$ cat src/rtl/hazard_forward_unit_pkg.sv
`default_nettype none
// ============================================================================
//  Module      : hazard_forward_unit_pkg
//  Description : Shared encodings for the hazard/forwarding controller:
//                operand forward selects and load-use stall FSM states.
//  Revision    : 1.0 - initial release
// ============================================================================
package hazard_forward_unit_pkg;

  // Operand source selects driven to the EX stage operand muxes
  localparam logic [1:0] FWD_REGFILE = 2'b00;  // value read from register file
  localparam logic [1:0] FWD_WB      = 2'b01;  // value being written back (MEM/WB)
  localparam logic [1:0] FWD_EXMEM   = 2'b10;  // ALU result held in EX/MEM

  // Default widths
  localparam int REG_ADDR_WIDTH_DEF = 5;
  localparam int CNT_WIDTH_DEF      = 16;

  // Load-use stall FSM
  typedef enum logic [0:0] {
    ST_RUN   = 1'b0,
    ST_STALL = 1'b1
  } hfu_state_e;

endpackage : hazard_forward_unit_pkg
`default_nettype wire

$ cat src/rtl/hazard_forward_unit_fwd_sel.sv
`default_nettype none
// ============================================================================
//  Module      : fwd_sel
//  Description : Per-operand forwarding priority comparator. The youngest
//                in-flight producer (EX/MEM) wins over the older one (MEM/WB);
//                register x0 is hard-wired zero and is never forwarded.
//  Revision    : 1.0 - initial release
// ============================================================================
module fwd_sel
  import hazard_forward_unit_pkg::*;
#(
  parameter int REG_ADDR_WIDTH = REG_ADDR_WIDTH_DEF
) (
  input  logic [REG_ADDR_WIDTH-1:0] rs_i,
  input  logic [REG_ADDR_WIDTH-1:0] exm_rd_i,
  input  logic                      exm_wr_i,
  input  logic [REG_ADDR_WIDTH-1:0] mwb_rd_i,
  input  logic                      mwb_wr_i,
  output logic [1:0]                sel_o
);

  logic w_exm_hit;
  logic w_mwb_hit;

  // A stage supplies the operand only if it writes a non-zero rd equal to rs
  assign w_exm_hit = exm_wr_i && (exm_rd_i != '0) && (exm_rd_i == rs_i);
  assign w_mwb_hit = mwb_wr_i && (mwb_rd_i != '0) && (mwb_rd_i == rs_i);

  // Priority select: EX/MEM first, then MEM/WB, else the register file
  always_comb begin
    sel_o = FWD_REGFILE;
    if (w_exm_hit) begin
      sel_o = FWD_EXMEM;
    end else if (w_mwb_hit) begin
      sel_o = FWD_WB;
    end
  end

endmodule : fwd_sel
`default_nettype wire

$ cat src/rtl/hazard_forward_unit.sv
`default_nettype none
// ============================================================================
//  Module      : hazard_forward_unit
//  Description : Hazard and forwarding controller for the 5-stage RISC-V
//                pipeline. Shadows the EX/MEM and MEM/WB destination state,
//                drives forwardA/forwardB, detects load-use hazards, runs the
//                one-cycle stall FSM, converts a taken branch into IF/ID flush
//                plus ID/EX bubble, and counts stall cycles (saturating).
//  Revision    : 1.0 - initial release
// ============================================================================
module hazard_forward_unit
  import hazard_forward_unit_pkg::*;
#(
  parameter int REG_ADDR_WIDTH = REG_ADDR_WIDTH_DEF,
  parameter int CNT_WIDTH      = CNT_WIDTH_DEF
) (
  input  logic                      clk,
  input  logic                      reset_n,
  input  logic [REG_ADDR_WIDTH-1:0] IF_ID_rs1,
  input  logic [REG_ADDR_WIDTH-1:0] IF_ID_rs2,
  input  logic [REG_ADDR_WIDTH-1:0] ID_EX_rs1,
  input  logic [REG_ADDR_WIDTH-1:0] ID_EX_rs2,
  input  logic [REG_ADDR_WIDTH-1:0] ID_EX_rd,
  input  logic                      ID_EX_reg_write,
  input  logic                      ID_EX_mem_read,
  input  logic                      branch_taken,
  output logic [1:0]                forwardA,
  output logic [1:0]                forwardB,
  output logic                      pc_write,
  output logic                      IF_ID_write,
  output logic                      IF_ID_flush,
  output logic                      ID_EX_bubble,
  output logic [CNT_WIDTH-1:0]      stall_count
);

  // --------------------------------------------------------------------------
  // Shadow copies of the downstream pipeline registers' destination fields
  // --------------------------------------------------------------------------
  logic [REG_ADDR_WIDTH-1:0] exm_rd_q;
  logic                      exm_wr_q;
  logic                      exm_ld_q;
  logic [REG_ADDR_WIDTH-1:0] mwb_rd_q;
  logic                      mwb_wr_q;

  hfu_state_e                state_q;
  hfu_state_e                state_d;
  logic [CNT_WIDTH-1:0]      stall_count_q;
  logic [CNT_WIDTH-1:0]      stall_count_d;

  logic                      w_hz;
  logic                      w_stall;

  // EX always advances, so both shadows shift unconditionally every cycle;
  // a bubble shows up here simply as reg_write=0 on the ID_EX inputs.
  always_ff @(posedge clk or negedge reset_n) begin
    if (!reset_n) begin
      exm_rd_q <= '0;
      exm_wr_q <= 1'b0;
      exm_ld_q <= 1'b0;
      mwb_rd_q <= '0;
      mwb_wr_q <= 1'b0;
    end else begin
      exm_rd_q <= ID_EX_rd;
      exm_wr_q <= ID_EX_reg_write;
      exm_ld_q <= ID_EX_mem_read;
      mwb_rd_q <= exm_rd_q;
      mwb_wr_q <= exm_wr_q;
    end
  end

  // --------------------------------------------------------------------------
  // Operand forwarding, one comparator per EX source operand
  // --------------------------------------------------------------------------
  fwd_sel #(
    .REG_ADDR_WIDTH (REG_ADDR_WIDTH)
  ) u_fwd_a (
    .rs_i     (ID_EX_rs1),
    .exm_rd_i (exm_rd_q),
    .exm_wr_i (exm_wr_q),
    .mwb_rd_i (mwb_rd_q),
    .mwb_wr_i (mwb_wr_q),
    .sel_o    (forwardA)
  );

  fwd_sel #(
    .REG_ADDR_WIDTH (REG_ADDR_WIDTH)
  ) u_fwd_b (
    .rs_i     (ID_EX_rs2),
    .exm_rd_i (exm_rd_q),
    .exm_wr_i (exm_wr_q),
    .mwb_rd_i (mwb_rd_q),
    .mwb_wr_i (mwb_wr_q),
    .sel_o    (forwardB)
  );

  // --------------------------------------------------------------------------
  // Load-use hazard: load in EX whose rd feeds the instruction sitting in ID
  // --------------------------------------------------------------------------
  assign w_hz = ID_EX_mem_read && (ID_EX_rd != '0) &&
                ((ID_EX_rd == IF_ID_rs1) || (ID_EX_rd == IF_ID_rs2));

  // State register for the one-cycle stall FSM
  always_ff @(posedge clk or negedge reset_n) begin
    if (!reset_n) begin
      state_q <= ST_RUN;
    end else begin
      state_q <= state_d;
    end
  end

  // Next state and pipeline controls; a taken branch overrides any stall
  always_comb begin
    state_d      = ST_RUN;
    pc_write     = 1'b1;
    IF_ID_write  = 1'b1;
    IF_ID_flush  = 1'b0;
    ID_EX_bubble = 1'b0;
    w_stall      = 1'b0;

    if (branch_taken) begin
      // Wrong-path instruction in IF/ID is squashed; the one in ID/EX is
      // replaced by a bubble. PC takes the branch target.
      IF_ID_flush  = 1'b1;
      ID_EX_bubble = 1'b1;
      state_d      = ST_RUN;
    end else begin
      case (state_q)
        ST_RUN: begin
          if (w_hz) begin
            w_stall      = 1'b1;
            pc_write     = 1'b0;
            IF_ID_write  = 1'b0;
            ID_EX_bubble = 1'b1;
            state_d      = ST_STALL;
          end
        end
        ST_STALL: begin
          // ID/EX now holds the bubble, so no second stall is possible
          state_d = ST_RUN;
        end
        default: begin
          state_d = ST_RUN;
        end
      endcase
    end
  end

  // --------------------------------------------------------------------------
  // Saturating count of load-use stall cycles
  // --------------------------------------------------------------------------
  always_comb begin
    stall_count_d = stall_count_q;
    if (w_stall && (stall_count_q != '1)) begin
      stall_count_d = stall_count_q + CNT_WIDTH'(1);
    end
  end

  // Stall counter register
  always_ff @(posedge clk or negedge reset_n) begin
    if (!reset_n) begin
      stall_count_q <= '0;
    end else begin
      stall_count_q <= stall_count_d;
    end
  end

  assign stall_count = stall_count_q;

  // A load's data does not exist in EX/MEM yet, so it must never be selected
  a_no_exmem_from_load : assert property (
    @(posedge clk) disable iff (!reset_n)
      !(exm_ld_q && ((forwardA == FWD_EXMEM) || (forwardB == FWD_EXMEM)))
  );

endmodule : hazard_forward_unit
`default_nettype wire

$ cat config.mk
export PLATFORM = sky130hd
export DESIGN_NAME = hazard_forward_unit
export DESIGN_NICKNAME = d
export VERILOG_FILES = /design/src/rtl/hazard_forward_unit_pkg.sv /design/src/rtl/hazard_forward_unit_fwd_sel.sv /design/src/rtl/hazard_forward_unit.sv
export SDC_FILE = /design/constraint.sdc
export NUM_CORES = 1
export LEC_CHECK = 0
export ABC_AREA = 1
export CELL_PAD_IN_SITES_DETAIL_PLACEMENT = 1
export CELL_PAD_IN_SITES_GLOBAL_PLACEMENT = 1
export CORE_MARGIN = 8
export CORE_UTILIZATION = 34
export DETAILED_ROUTE_END_ITERATION = 10
export PLACE_DENSITY_LB_ADDON = 0.1
export SYNTH_ARGS = -nofsm -noshare
export SYNTH_HDL_FRONTEND = slang
export SYNTH_SLANG_ARGS = --single-unit
$ cat constraint.sdc
create_clock -name clk -period 3.4 [get_ports clk]
set_input_delay 1.02 -clock clk [delete_from_list [all_inputs] [get_ports clk]]
set_output_delay 1.02 -clock clk [all_outputs]
set_load 0.005 [all_outputs]
==> impl_metrics.toml, run 1 <==
[pwr]
total_power_w = 0.000835
powerDensity_mw_per_mm2 = 327
leakage_nw = 1.28
peakVddDrop_mv = 0.225

[worst_setup_path]
r2r_slack_ns = 1.60
critPathMaxFanout = 2
end_kind = "output pin"
worstRegToRegCells = 7
startpoint_type = "primary input"
arrival_ns = 2.27
cp_slowest_cell = "clkdlybuf4s50_1"
crit_family = "buffers and inverters"
reg2reg_from = "stall_count[0]"
crit_buf_inv = 2
reg2reg_to = "stall_count[12]"
crit_chain = "clkdlybuf4s50_1 > xor2_1 > nor4_2 > nor2_1 > dlygate4sd2_1"
cpPeakStageDelay_ns = 0.45
path_class = "primary input to output pin"
cp.required_ns = 2.38

[clocking]
path_clk_slew_ns = 0.06
insertion_delay_ns = 0.28
cts_root_buf = "clkbuf_8"
cts-htree-levels = 2
cts_max_path_buffers = 2
cts_tree = "done"
cts_sinks = 29
cts_buffers = 5

[logic_synthesis]
synth_top_area_share = 0.398
syn_avg_cell_area_sq_um = 7.60
yosysWarnings = 0
syn_inst = 240
yosysUniqueCellTypes = 23
ys_seq_elements = 29
yosys.area.top_type = "dfrtp_1"
synth_area_leaders = "dfrtp_1, nand2_1, xnor2_1"
ys_seq_area_frac = 0.398
syn-num-nets = 271
netlist_area_sq_mm = 0.00182

[floorplanning]
core_area_sq_mm = 0.00514
die_area_sq_mm = 0.00797
die_w_um = 89.3
ios = 54
start_util = 0.355
dieHeight_um = 89.3
placementRows = 26

[grt]
grt_pass1_wl_mm = 8.32
grt-busiest-layer = "met2"
grt_usage = 0.135
antenna_found_initial = 0
grt_use_met3 = 0.0395
grt_max_degree = 30
grtUsageMet1 = 0.174
use_met2 = 0.211
grt_overflow = 0
grt_pass1_vias = 1792

[route]
drtIter0Drc = 87
routed_wl_mm = 4.96
final_antenna_net_count = 0
first_pass_iters = 4
wl_per_cell_um = 13.1
drc_errors = 0
num_vias = 1703
via_per_inst = 4.51

[sta]
worst_slew_pin_slew_ns = 0.480
skew_ns = 0.00902
slew_headroom = 0.680
worst_slack_ns = 0.112
fin_crit_sh = 0.967
fmax_ghz = 0.304
drv_slew = 0
holdWs_ns = 0.359
rsz0062_at_grt = "false"
layout_min_cycle_time_ns = 3.29
hold_viol_final = 0
finalSetupViolCount = 0

[placed_design]
place_inst = 370
portBuffers = 53
dp_hpwl_mm = 3.99
dp_slack_ns = -0.312
gp_congestion = 0.813

[final_layout]
antenna_cells = 0
drive_above_1_share = 0.114
final.fill_count = 678
fin_nets = 338
final_cells = 378
syn_to_final_growth_pct = 40.2

[min_path]
whs_path_depth = 0
hold-path-endpoint = "mwb_wr_q"
holdCritStartpoint = "exm_wr_q"
holdCritPathClass = "flop to flop"

[run_status]
status = "finished, final reports clean"

[flow_run]
cap_violations = 0
-- cells in the mapped netlist --
master / count
xnor2_1: 22
nand2_2: 1
buf_2: 1
nor4_1: 2
nor2_4: 1
xor2_1: 14
nor3b_1: 1
nand4_1: 6
nand3_2: 2
buf_4: 5
nand4_2: 1
nor2_1: 22
inv_2: 5
dfrtp_1: 29
nor2_2: 1
nand3b_1: 1
nand2_1: 90
ha_1: 1
nor3_1: 3
inv_1: 19
o21ai_0: 2
nand3_1: 10
nor4_4: 1
-- final cells by class --
type	instances	area, sq um	area share
clock buffers	8	80.1	0.0313
inverters	24	90.1	0.0352
multi-input cells	181	978	0.383
flip-flops and latches	29	726	0.284
well taps	70	87.6	0.0342
repair buffers	66	596	0.233
-- cells in the final DEF (no fill, tap or decap), types with 2 or more instances in the layout --
cell type and n:
nor3_1 3, nand4_1 6, xor2_1 14, buf_4 13
o21ai_0 2, nand3_1 10, nand2_1 90, inv_2 5
dfrtp_1 29, clkdlybuf4s50_1 36, clkbuf_2 3, xnor2_1 22
nand3_2 2, clkbuf_1 3, nor4_2 2, clkbuf_8 5
nor2_1 22, dlygate4sd2_1 14, inv_1 19
-- logic make-up (layout without fill, tap and decap cells) --
group / Yosys count / count (layout) / share of synthesized area
AOI/OAI and AO/OA: 2 / 2 / 0.00549
DFF: 29 / 29 / 0.398
xor gates and xnor gates: 36 / 36 / 0.173
and+or+nand+nor: 142 / 142 / 0.344
buffers and inverters: 30 / 98 / 0.0727
adders and majority gates: 1 / 1 / 0.00686
-- per-stage QoR --
step                      utilization  cell area (sq um)  TNS, ns
after floorplan                     -               1820        0
after detailed placement        0.486               2500    -1.83
after CTS                       0.500               2570        0
after global routing            0.498               2560        0
after global placement          0.486               2500    -1.59
final                           0.498               2560        0
-- report_power, final --
group,switching [W],internal [W],total (W)
registers,0.0000301,0.000365,0.000395
clock network,0.000125,0.000145,0.000271
logic,0.0000744,0.0000947,0.000169
-- sequential cells by signal, indices dropped and copies added, names as in the netlist --
register	cells
mwb_rd_q	5
stall_count	16
state_q	1
exm_rd_q	5
exm_wr_q	1
mwb_wr_q	1
-- per-layer routing --
metal  share of wire  vias to the layer above  wire length [um]
li1                -                      869                 -
met1            0.49                      793              2440
met2            0.46                       37              2260
met3           0.046                        4               226
met4          0.0081                        0                40
met5               0                        -                 0
-- worst max-delay path by stage --
stage                            start  slack [ns]  cells after the start            to
final                     ID_EX_rs1[1]        0.11                      5   forwardA[0]
after global routing      ID_EX_rs1[4]       0.007                      6   forwardA[0]
after detailed placement   ID_EX_rd[0]       -0.31                     10  ID_EX_bubble
after floorplan           IF_ID_rs1[4]        0.71                      8      pc_write
after global placement     ID_EX_rd[3]       -0.26                     10  ID_EX_bubble
after CTS                 IF_ID_rs1[3]        0.01                      9   IF_ID_write
-- what timing repair did --
item | 4_1_cts | 5_1_grt
hold buffers | 0 | 0
pin swaps | 2 | 1
setup buffers | 0 | 0
resized for setup | 19 | 6
setup endpoints to repair | 7 | 3
(Power assumes the default switching activity.)
==> run 2: changes to the inputs <==
Settings changed: CTS_BUF_LIST from default to sky130_fd_sc_hd__clkbuf_16.
==> run 2 against run 1 <==
- register-to-register slack about the same
- sequential cell count did not move
- clock skew is 0.0015 ns lower
- largest cell class unchanged
- die area unchanged
- sequential power is essentially flat
- sequential share of layout area is 0.68 points lower
- cell count unchanged
- global-route usage barely moved
- routed wire length rose by 2.0%
==> impl_metrics.toml, run 2 (synthesized netlist as in run 1, its figures left out) <==
[clocking]
insertion_delay_ns = 0.27
cts_sinks = 29
cts_root_buf = "clkbuf_16"
cts_buffers = 5
cts_setup_buffers = 0
cts_tree = "done"
path_clk_slew_ns = 0.05
cts_max_path_buffers = 2
holdBufCountCts = 0
cts-htree-levels = 2

[flow_run]
cap_violations = 0

[final_layout]
final_common_cell = "nand2_1"
largest_reg_flops = 16
syn_to_final_growth_pct = 43.6
fin_nets = 338
postLayoutCellArea_sq_mm = 0.00262
drive_above_1_share = 0.110
final_cells = 378
final_cell_mix = "nand2_1, clkdlybuf4s50_1, dfrtp_1"
antenna_cells = 0

[min_path]
holdCritPathClass = "flop to flop"

[sta]
slew_headroom = 0.688
hold_viol_final = 0
setup_tns_ns = 0
finalSetupViolCount = 0
fin_crit_sh = 0.968
drv_slew = 0
worst_slew_pin_slew_ns = 0.467
fmax_ghz = 0.304
layout_min_cycle_time_ns = 3.29
skew_ns = 0.00749
holdWs_ns = 0.366
rsz0062_at_grt = "false"

[run_status]
status = "finished, final reports clean"

[route]
via_per_inst = 4.49
wl_per_cell_um = 13.4
final_antenna_net_count = 0
drtIter0Drc = 58
first_pass_iters = 2
drc_errors = 0
num_vias = 1698
routed_wl_mm = 5.06

[grt]
grt_usage = 0.135
antenna_found_initial = 0
grt_overflow = 0
grt_max_degree = 30
grt_pass1_wl_mm = 8.36
grt_pass1_vias = 1765

[placed_design]
post_dp_cell_area_sq_mm = 0.00250
gp_congestion = 0.813
place_inst = 370
portBuffers = 53
dp_hpwl_mm = 3.99

[worst_setup_path]
critPathMaxFanout = 2
startpoint_type = "primary input"
path_class = "primary input to output pin"
end_kind = "output pin"
r2r_slack_ns = 1.60
cp.required_ns = 2.38
arrival_ns = 2.27

[floorplanning]
start_util = 0.355
ios = 54
core_area_sq_mm = 0.00514
dieHeight_um = 89.3
die_w_um = 89.3
placementRows = 26
die_area_sq_mm = 0.00797

[pwr]
leakage_nw = 1.33
powerDensity_mw_per_mm2 = 370
peakVddDrop_mv = 0.307
## run 2: cell count changes in the layout (fill, tap and decap cells not counted), sizes merged
cell	change
dlymetal6s2s	+1
clkdlybuf4s50	-2
clkdlybuf4s15	+1
inv	+3
dlygate4sd2	+1
clkbuf	-4
## run 2: cell type report
type,instances,area (sq um)
Fill cell,666,2520
Sequential cell,29,726
Timing Repair Buffer,66,602
Clock buffer,5,125
Multi-Input combinational cell,181,978
Clock inverter,3,11.3
Inverter,24,90.1
Tap cell,70,87.6
## run 2: path summary, 6_finish.rpt
| path | start | end | cells after the start |
|---|---|---|---|
| min in group asynchronous | reset_n | stall_count[3] | 2 |
| setup / recovery | ID_EX_rs1[3] | forwardA[0] | 5 |
| hold reg to reg | exm_wr_q | mwb_wr_q | 0 |
| hold / removal | exm_wr_q | mwb_wr_q | 0 |
| max in group asynchronous | reset_n | exm_rd_q[1] | 2 |
| setup reg to reg | stall_count[0] | stall_count[13] | 7 |
## run 2: routing by layer
| metal | part of all wire | global-route usage |
|---|---|---|
| met2 | 0.46 | 0.213 |
| met5 | 0 | 0 |
| met4 | 0.012 | 0.0453 |
| met3 | 0.042 | 0.0340 |
| met1 | 0.49 | 0.176 |
## run 2: power breakdown
group	internal, W	switching (W)	leakage [nW]
Clock	0.000262	0.000142	0.0776
Sequential	0.000366	0.0000306	0.375
Combinational	0.0000946	0.0000751	0.879
## run 2: timing repair
item | 4_1_cts | 5_1_grt
pin swaps | 5 | 1
endpoints found under the setup margin | 7 | 3
hold endpoints to repair | 0 | 0
gates resized for setup | 20 | 6
gates cloned | 0 | 0
## run 2: through the flow
step | power, W | setup WS (ns) | util
after global routing | 0.00102 | 0.000591 | 0.510
final | 0.000971 | 0.110 | 0.510
after floorplan | 0.000468 | 0.710 | -
after detailed placement | 0.000578 | -0.312 | 0.486
after CTS | 0.000986 | 0.0141 | 0.510
after global placement | 0.000574 | -0.262 | 0.486
## run 2: worst max-delay path, stage by stage
cell	delay (ns)
clkdlybuf4s50_1	0.43
xor2_1	0.17
nor4_2	0.32
nor2_1	0.06
dlygate4sd2_1	0.26
